===== config.mk =====
export PLATFORM = sky130hd
export DESIGN_NAME = processor_status_stack_flat
export DESIGN_NICKNAME = d
export VERILOG_FILES = /design/src/rtl/processor_status_stack_if.sv /design/src/rtl/processor_status_stack.sv /design/src/flat_wrapper.sv
export SDC_FILE = /design/constraint.sdc
export NUM_CORES = 1
export LEC_CHECK = 0
export BUFFER_PORTS_ARGS = -buffer_cell sky130_fd_sc_hd__buf_2
export CORE_UTILIZATION = 50
export DETAILED_ROUTE_END_ITERATION = 8
export GPL_ROUTABILITY_DRIVEN = 0
export MAX_ROUTING_LAYER = met4
export PLACE_DENSITY_LB_ADDON = 0.12
export RECOVER_POWER = 50
export SYNTH_ARGS = -nofsm -noshare
export SYNTH_HDL_FRONTEND = slang
export SYNTH_SLANG_ARGS = --single-unit

===== constraint.sdc =====
create_clock -name i_clk -period 5.8 [get_ports i_clk]
set_input_delay 1.16 -clock i_clk [delete_from_list [all_inputs] [get_ports i_clk]]
set_output_delay 1.16 -clock i_clk [all_outputs]
set_load 0.03 [all_outputs]

===== src/rtl/processor_status_stack_if.sv =====
// rtl/processor_status_stack_if.sv - flag-write, snapshot-stack and status bundle for the status register
interface processor_status_stack_if #(
    parameter int WIDTH       = 8,
    parameter int STACK_DEPTH = 4
);
    localparam int DW = $clog2(STACK_DEPTH + 1);

    logic [WIDTH-1:0] i_db;
    logic [WIDTH-1:0] i_db_we;
    logic [WIDTH-1:0] i_set;
    logic [WIDTH-1:0] i_clr;
    logic             i_acr;
    logic             i_acr_c;
    logic             i_avr;
    logic             i_avr_v;
    logic             i_dbz_z;
    logic             i_dbn_n;
    logic             i_push;
    logic             i_pop;
    logic             i_err_clr;
    logic [WIDTH-1:0] o_p;
    logic [DW-1:0]    o_depth;
    logic             o_full;
    logic             o_empty;
    logic             o_ovf_err;
    logic             o_unf_err;

    modport master (
        output i_db, i_db_we, i_set, i_clr, i_acr, i_acr_c, i_avr, i_avr_v,
               i_dbz_z, i_dbn_n, i_push, i_pop, i_err_clr,
        input  o_p, o_depth, o_full, o_empty, o_ovf_err, o_unf_err
    );

    modport slave (
        input  i_db, i_db_we, i_set, i_clr, i_acr, i_acr_c, i_avr, i_avr_v,
               i_dbz_z, i_dbn_n, i_push, i_pop, i_err_clr,
        output o_p, o_depth, o_full, o_empty, o_ovf_err, o_unf_err
    );
endinterface


===== src/rtl/processor_status_stack.sv =====
// rtl/processor_status_stack.sv - processor status flags with a falling-edge snapshot stack
module processor_status_stack #(
    parameter int               WIDTH          = 8,
    parameter int               STACK_DEPTH    = 4,
    parameter logic [WIDTH-1:0] CONST_ONE_MASK = WIDTH'(8'h20),
    parameter logic [WIDTH-1:0] RESET_VALUE    = WIDTH'(8'h00),
    parameter int               C_BIT          = 0,
    parameter int               Z_BIT          = 1,
    parameter int               V_BIT          = 6,
    parameter int               N_BIT          = 7
) (
    input  logic                   i_clk,
    input  logic                   i_reset_n,
    processor_status_stack_if.slave bus
);
    localparam int DW = $clog2(STACK_DEPTH + 1);

    logic [WIDTH-1:0] p_q;
    logic [WIDTH-1:0] p_out;
    logic [WIDTH-1:0] p_d;
    logic [WIDTH-1:0] flag_d;
    logic [WIDTH-1:0] top_val;
    logic [WIDTH-1:0] special_en;
    logic [WIDTH-1:0] special_val;
    logic [WIDTH-1:0] stack_mem [STACK_DEPTH];
    logic [DW-1:0]    depth_q;
    logic [DW-1:0]    depth_d;
    logic [DW-1:0]    wr_idx;
    logic             wr_en;
    logic             full_q;
    logic             empty_q;
    logic             ovf_q;
    logic             unf_q;
    logic             pop_ok;
    logic             ovf_set;
    logic             unf_set;

    assign p_out = p_q | CONST_ONE_MASK;

    always_comb begin
        special_en               = '0;
        special_val              = '0;
        special_en[C_BIT]        = bus.i_acr_c;
        special_val[C_BIT]       = bus.i_acr;
        special_en[V_BIT]        = bus.i_avr_v;
        special_val[V_BIT]       = bus.i_avr;
        special_en[Z_BIT]        = bus.i_dbz_z;
        special_val[Z_BIT]       = (bus.i_db == '0);
        special_en[N_BIT]        = bus.i_dbn_n;
        special_val[N_BIT]       = bus.i_db[WIDTH-1];
    end

    always_comb begin
        top_val = '0;
        for (int i = 0; i < STACK_DEPTH; i++) begin
            if (depth_q == DW'(i + 1)) top_val = stack_mem[i];
        end
    end

    // Per-bit source priority below the pop restore: set, clear, special source, bus load.
    always_comb begin
        flag_d = p_q;
        for (int k = 0; k < WIDTH; k++) begin
            if (bus.i_set[k])           flag_d[k] = 1'b1;
            else if (bus.i_clr[k])      flag_d[k] = 1'b0;
            else if (special_en[k])     flag_d[k] = special_val[k];
            else if (bus.i_db_we[k])    flag_d[k] = bus.i_db[k];
        end
    end

    always_comb begin
        pop_ok  = bus.i_pop && !empty_q;
        p_d     = pop_ok ? top_val : flag_d;
        wr_en   = 1'b0;
        wr_idx  = depth_q;
        depth_d = depth_q;
        ovf_set = bus.i_push && full_q && !pop_ok;
        unf_set = bus.i_pop && empty_q;
        if (bus.i_push && pop_ok) begin
            // Swap: the old top is restored while the pre-edge word replaces it.
            wr_en  = 1'b1;
            wr_idx = depth_q - DW'(1);
        end else if (bus.i_push && !full_q) begin
            wr_en   = 1'b1;
            wr_idx  = depth_q;
            depth_d = depth_q + DW'(1);
        end else if (pop_ok) begin
            depth_d = depth_q - DW'(1);
        end
    end

    always_ff @(negedge i_clk or negedge i_reset_n) begin
        if (!i_reset_n) begin
            p_q     <= RESET_VALUE;
            depth_q <= '0;
            empty_q <= 1'b1;
            full_q  <= 1'b0;
            ovf_q   <= 1'b0;
            unf_q   <= 1'b0;
        end else begin
            p_q     <= p_d;
            depth_q <= depth_d;
            empty_q <= (depth_d == '0);
            full_q  <= (depth_d == DW'(STACK_DEPTH));
            ovf_q   <= (ovf_q && !bus.i_err_clr) || ovf_set;
            unf_q   <= (unf_q && !bus.i_err_clr) || unf_set;
        end
    end

    always_ff @(negedge i_clk) begin
        for (int i = 0; i < STACK_DEPTH; i++) begin
            if (wr_en && wr_idx == DW'(i)) stack_mem[i] <= p_out;
        end
    end

    assign bus.o_p       = p_out;
    assign bus.o_depth   = depth_q;
    assign bus.o_full    = full_q;
    assign bus.o_empty   = empty_q;
    assign bus.o_ovf_err = ovf_q;
    assign bus.o_unf_err = unf_q;
endmodule


===== src/flat_wrapper.sv =====
// flat-port wrapper written by rule: the top's interface ports become plain ports
module processor_status_stack_flat 
#(
    parameter int               WIDTH          = 8,
    parameter int               STACK_DEPTH    = 4,
    parameter logic [WIDTH-1:0] CONST_ONE_MASK = WIDTH'(8'h20),
    parameter logic [WIDTH-1:0] RESET_VALUE    = WIDTH'(8'h00),
    parameter int               C_BIT          = 0,
    parameter int               Z_BIT          = 1,
    parameter int               V_BIT          = 6,
    parameter int               N_BIT          = 7
)
  (i_clk, i_reset_n, bus_i_db, bus_i_db_we, bus_i_set, bus_i_clr, bus_i_acr, bus_i_acr_c, bus_i_avr, bus_i_avr_v, bus_i_dbz_z, bus_i_dbn_n, bus_i_push, bus_i_pop, bus_i_err_clr, bus_o_p, bus_o_depth, bus_o_full, bus_o_empty, bus_o_ovf_err, bus_o_unf_err);
  processor_status_stack_if #(.WIDTH(WIDTH), .STACK_DEPTH(STACK_DEPTH)) bus_i ();
  input  logic i_clk;
  input  logic i_reset_n;
  input wire logic [$bits(bus_i.i_db)-1:0] bus_i_db;
  input wire logic [$bits(bus_i.i_db_we)-1:0] bus_i_db_we;
  input wire logic [$bits(bus_i.i_set)-1:0] bus_i_set;
  input wire logic [$bits(bus_i.i_clr)-1:0] bus_i_clr;
  input wire logic [$bits(bus_i.i_acr)-1:0] bus_i_acr;
  input wire logic [$bits(bus_i.i_acr_c)-1:0] bus_i_acr_c;
  input wire logic [$bits(bus_i.i_avr)-1:0] bus_i_avr;
  input wire logic [$bits(bus_i.i_avr_v)-1:0] bus_i_avr_v;
  input wire logic [$bits(bus_i.i_dbz_z)-1:0] bus_i_dbz_z;
  input wire logic [$bits(bus_i.i_dbn_n)-1:0] bus_i_dbn_n;
  input wire logic [$bits(bus_i.i_push)-1:0] bus_i_push;
  input wire logic [$bits(bus_i.i_pop)-1:0] bus_i_pop;
  input wire logic [$bits(bus_i.i_err_clr)-1:0] bus_i_err_clr;
  output wire logic [$bits(bus_i.o_p)-1:0] bus_o_p;
  output wire logic [$bits(bus_i.o_depth)-1:0] bus_o_depth;
  output wire logic [$bits(bus_i.o_full)-1:0] bus_o_full;
  output wire logic [$bits(bus_i.o_empty)-1:0] bus_o_empty;
  output wire logic [$bits(bus_i.o_ovf_err)-1:0] bus_o_ovf_err;
  output wire logic [$bits(bus_i.o_unf_err)-1:0] bus_o_unf_err;
  assign bus_i.i_db = bus_i_db;
  assign bus_i.i_db_we = bus_i_db_we;
  assign bus_i.i_set = bus_i_set;
  assign bus_i.i_clr = bus_i_clr;
  assign bus_i.i_acr = bus_i_acr;
  assign bus_i.i_acr_c = bus_i_acr_c;
  assign bus_i.i_avr = bus_i_avr;
  assign bus_i.i_avr_v = bus_i_avr_v;
  assign bus_i.i_dbz_z = bus_i_dbz_z;
  assign bus_i.i_dbn_n = bus_i_dbn_n;
  assign bus_i.i_push = bus_i_push;
  assign bus_i.i_pop = bus_i_pop;
  assign bus_i.i_err_clr = bus_i_err_clr;
  assign bus_o_p = bus_i.o_p;
  assign bus_o_depth = bus_i.o_depth;
  assign bus_o_full = bus_i.o_full;
  assign bus_o_empty = bus_i.o_empty;
  assign bus_o_ovf_err = bus_i.o_ovf_err;
  assign bus_o_unf_err = bus_i.o_unf_err;
  processor_status_stack #(.WIDTH(WIDTH), .STACK_DEPTH(STACK_DEPTH), .CONST_ONE_MASK(CONST_ONE_MASK), .RESET_VALUE(RESET_VALUE), .C_BIT(C_BIT), .Z_BIT(Z_BIT), .V_BIT(V_BIT), .N_BIT(N_BIT)) u_core (.i_clk(i_clk), .i_reset_n(i_reset_n), .bus(bus_i));
endmodule

# Word level (Yosys, flattened, before mapping)
# Memory sizes are Yosys's and may differ from the RTL's.
# Cells that the tools add are included.
# totals
ff_bits	14
ramBits	28
input_bits	43
out_inout_bits	15
wordCells	110
n_memories	1
# memory_table
name	depth	word_bits	rd	rd_ports_with_merged_regs	write_ports	line_no	source
u_core.stack_mem	4	7	4	0	1	processor_status_stack.sv:25	logic [WIDTH-1:0] stack_mem [STACK_DEPTH];
# classes
add_sub_neg	2
eq_ne	8
mux	56
reduce_logical	31
# ops
op	n
two-way mux 1 bit	41
two-way mux 8 bit	5
two-way mux 7 bit	3
OR reduction 7 bit	3
nonzero test 5 bit	4
== test 3 x 2 -> 1 bit (second input constant)	4
logical AND 1 bit	12
two-way mux 3 bit	4
nonzero test 4 bit	3
zero test 8 bit	1
== test 3 x 1 -> 1 bit (second input constant)	2
== test 3 bit (second input constant)	2
zero test 3 bit	2
two-way mux 2 bit	3
zero test 1 bit	4
adder 3 x 1 -> 3 bit (second input constant)	1
subtractor 3 x 1 -> 3 bit (second input constant)	1
logical OR 1 bit	2

# Logic depth before layout (Yosys ltp)
# logic_depth
ltp_word	12
mapped_depth	9
mapped_depth_nobuf	6

==> results.cfg <==
[run_status]
status = finished, final reports clean

[clock_network]
cts_tree = built
cts.repair.resized = 0
post_cts_buffers = 0
clock_path_buffers = 2
numCtsBuffers = 5
clkLatencyLatePin_ps = 370
cts_root_buf = clkbuf_8
holdBufCountCts = 0
htreeDepth = 2
clkTransAtPathRegs_ps = 60
numClockSinks = 42

[global_routing]
grt_use_total_pct = 24.36
first_global_vias = 1542
grt_antenna_before_repair = 0
grt_max_degree = 20
grt_pass1_wl_mm = 7.314
grt-ovfl-total = 0

[timing]
maxSlewHeadroom_pct = 48.42
tightest_slew_ps = 773.7
rsz0062_at_grt = no
skew_ps = 66.65
setup-violations-final = 0
drv_slew = 0
final.setup.tns_ps = 0
hold_viol_final = 0

[floorplan]
core_sq_um = 3771
num_io_pins = 58
initial_core_util_pct = 53.45
die_area_sq_um = 4290
die_h_um = 65.50
num_rows = 22
fp.dieW_um = 65.50

[worst_setup_path]
arrival_ps = 2530
critPathMaxFanout = 7
cp-start-kind = input port
path_class = in -> reg
regToRegEndpoint = u_core.stack_mem[2][1]
rrSetupSlack_ps = 3600
cp.required_ps = 3020
timing.rr.start = u_core.bus.o_depth[1]
worst-r2r-cell-count = 5
end_kind = register

[pwr]
p_clk_share_pct = 21.4
comb_power_share_pct = 38.6
cellLeakagePower_uw = 0.001147
seqPwrFrac_pct = 40.0
irDropWorstVdd_mv = 0.3453
intPower_uw = 739.8
power_density_nw_per_um2 = 519.5
switching_share_pct = 43.91
p_sw_uw = 579.0

[logic_synthesis]
syn-cell-area_sq_um = 2016
ys_seq_area_share_pct = 59.16
synth_cell_types = 45
ys_warn_count = 0
synth_common_cells = edfxtp_1, nor2_1, dfrtn_1
synth_seq_cells = 42
synthDominantCellAreaShare_pct = 41.71
synth_cells = 169
syn_avg_cell_area_sq_um = 11.93
synth_area_leader_cell = edfxtp_1
synthArstFlopShare_pct = 33.33
synth_nets = 218
synth_area_leaders = edfxtp_1, dfrtn_1, ha_1
ys_dominant_reg_cell = edfxtp_1
synth_edf_count = 28
synth_most_common_cell = edfxtp_1

[layout]
nNetsFinal = 303
layout-drive-gt1-share_pct = 26.67
fillers = 296
areaGrowthSynthToFinish_pct = 25.95
diodes = 0
stdcell_count = 303

[job]
drv_cap = 0

[drt]
first_pass_iters = 4
drc = 0
vias_per_cell = 5.488
detail-route-antenna-nets = 0
routed_wl_mm = 4.496
drtIter0Drc = 80
vias = 1663
wl_per_cell_um = 14.84

[hold_path]
whs_path_depth = 2
hold-path-endpoint = u_core.p_q[4]
worstHoldPathType = reg -> reg
hold_start = u_core.stack_mem[3][4]

[place]
hpwl_mm = 3.266
placed_cells = 267
portBuffers = 53
logic make-up after synthesis:
kind of cell / after synthesis / synth area share (%)
buffers and inverters: 17 / 4.221
other: 1 / 0.1860
muxes: 6 / 2.980
and+or+nand+nor: 52 / 13.22
AOI/OAI and AO/OA: 44 / 16.08
xor gates and xnor gates: 1 / 0.4346
DFF: 42 / 59.16
adders and majority gates: 6 / 3.724
layer usage:
layer / vias up / wire length [um] / GRT usage [%] / part of all wire [%]
met1: 772 / 2129 / 34.06 / 47
met5: - / 0 / - / 0
met3: 7 / 289 / 6.424 / 6.4
met4: 0 / 67 / 9.511 / 1.5
li1: 818 / - / - / -
met2: 66 / 2010 / 33.89 / 45
critical path, cell delays in order:
cell	delay, ps
clkbuf_1	130
and2b_1	240
nor2_1	90
o311ai_1	570
a21oi_1	120
buf_4	200
sequential cells by signal, indices dropped and copies added (netlist names):
register              flops
u_core.bus.o_ovf_err      1
u_core.stack_mem         28
u_core.bus.o_empty        1
u_core.bus.o_depth        3
u_core.bus.o_unf_err      1
u_core.bus.o_full         1
u_core.p_q                7
worst max-delay path by stage:
| stage | startpoint | endpoint | cells past startpoint |
|---|---|---|---|
| after detailed placement | bus_i_pop | u_core.stack_mem[3][0] | 6 |
| after global placement | bus_i_pop | u_core.stack_mem[3][5] | 6 |
| after floorplan | bus_i_pop | u_core.stack_mem[0][0] | 5 |
| after CTS | u_core.bus.o_depth[2] | bus_o_depth[2] | 1 |
| final | bus_i_pop | u_core.stack_mem[2][1] | 6 |
| after global routing | bus_i_pop | u_core.stack_mem[1][3] | 6 |
layout by cell type (no fill, tap or decap), types with 2 or more instances in the layout:
master,n
nand3_1,6
dfrtn_1,13
ha_1,6
nor4_1,2
nand4_1,2
buf_4,6
clkbuf_8,5
buf_2,50
a31oi_1,2
mux2i_1,6
edfxtp_1,28
nor3_1,7
clkbuf_1,3
nand2b_1,2
nand2_1,9
a221oi_1,6
a21oi_1,6
o32ai_1,4
inv_1,35
nor2_1,15
a22o_1,6
o21ai_0,8
a211oi_1,3
power by group through the flow:
stage / combinational, uW / sequential, uW / clock, uW
floorplan: 281 / 593 / 31.1
global placement: 495 / 523 / 31.1
detailed placement: 507 / 532 / 31.1
CTS: 512 / 528 / 289
global route: 554 / 541 / 311
finish: 509 / 528 / 282
cell type report:
cell class / count / area (sq um) / area share [%]
clock buffers: 5 / 68.82 / 2.711
clock inverters: 32 / 141.4 / 5.569
inverters: 7 / 31.28 / 1.232
multi-input cells: 110 / 738.2 / 29.08
flip-flops and latches: 42 / 1192 / 46.97
well taps: 48 / 60.06 / 2.366
repair buffers: 59 / 306.5 / 12.07
metrics by stage:
step           total power (uW)  utilization (%)  area, sq um  hold WS, ps  setup slack (ps)
6_report                   1319            67.32         2539        420.3             489.9
5_1_grt                    1407            67.32         2539        466.0             429.3
4_1_cts                    1329            67.42         2542        423.9             560.9
3_5_place_dp               1071            61.94         2336        375.8             247.5
3_3_place_gp               1049            61.94         2336        376.8             290.8
2_1_floorplan             905.1                -         2016        361.1             286.0
No activity file was read; power rests on OpenSTA's default activity.
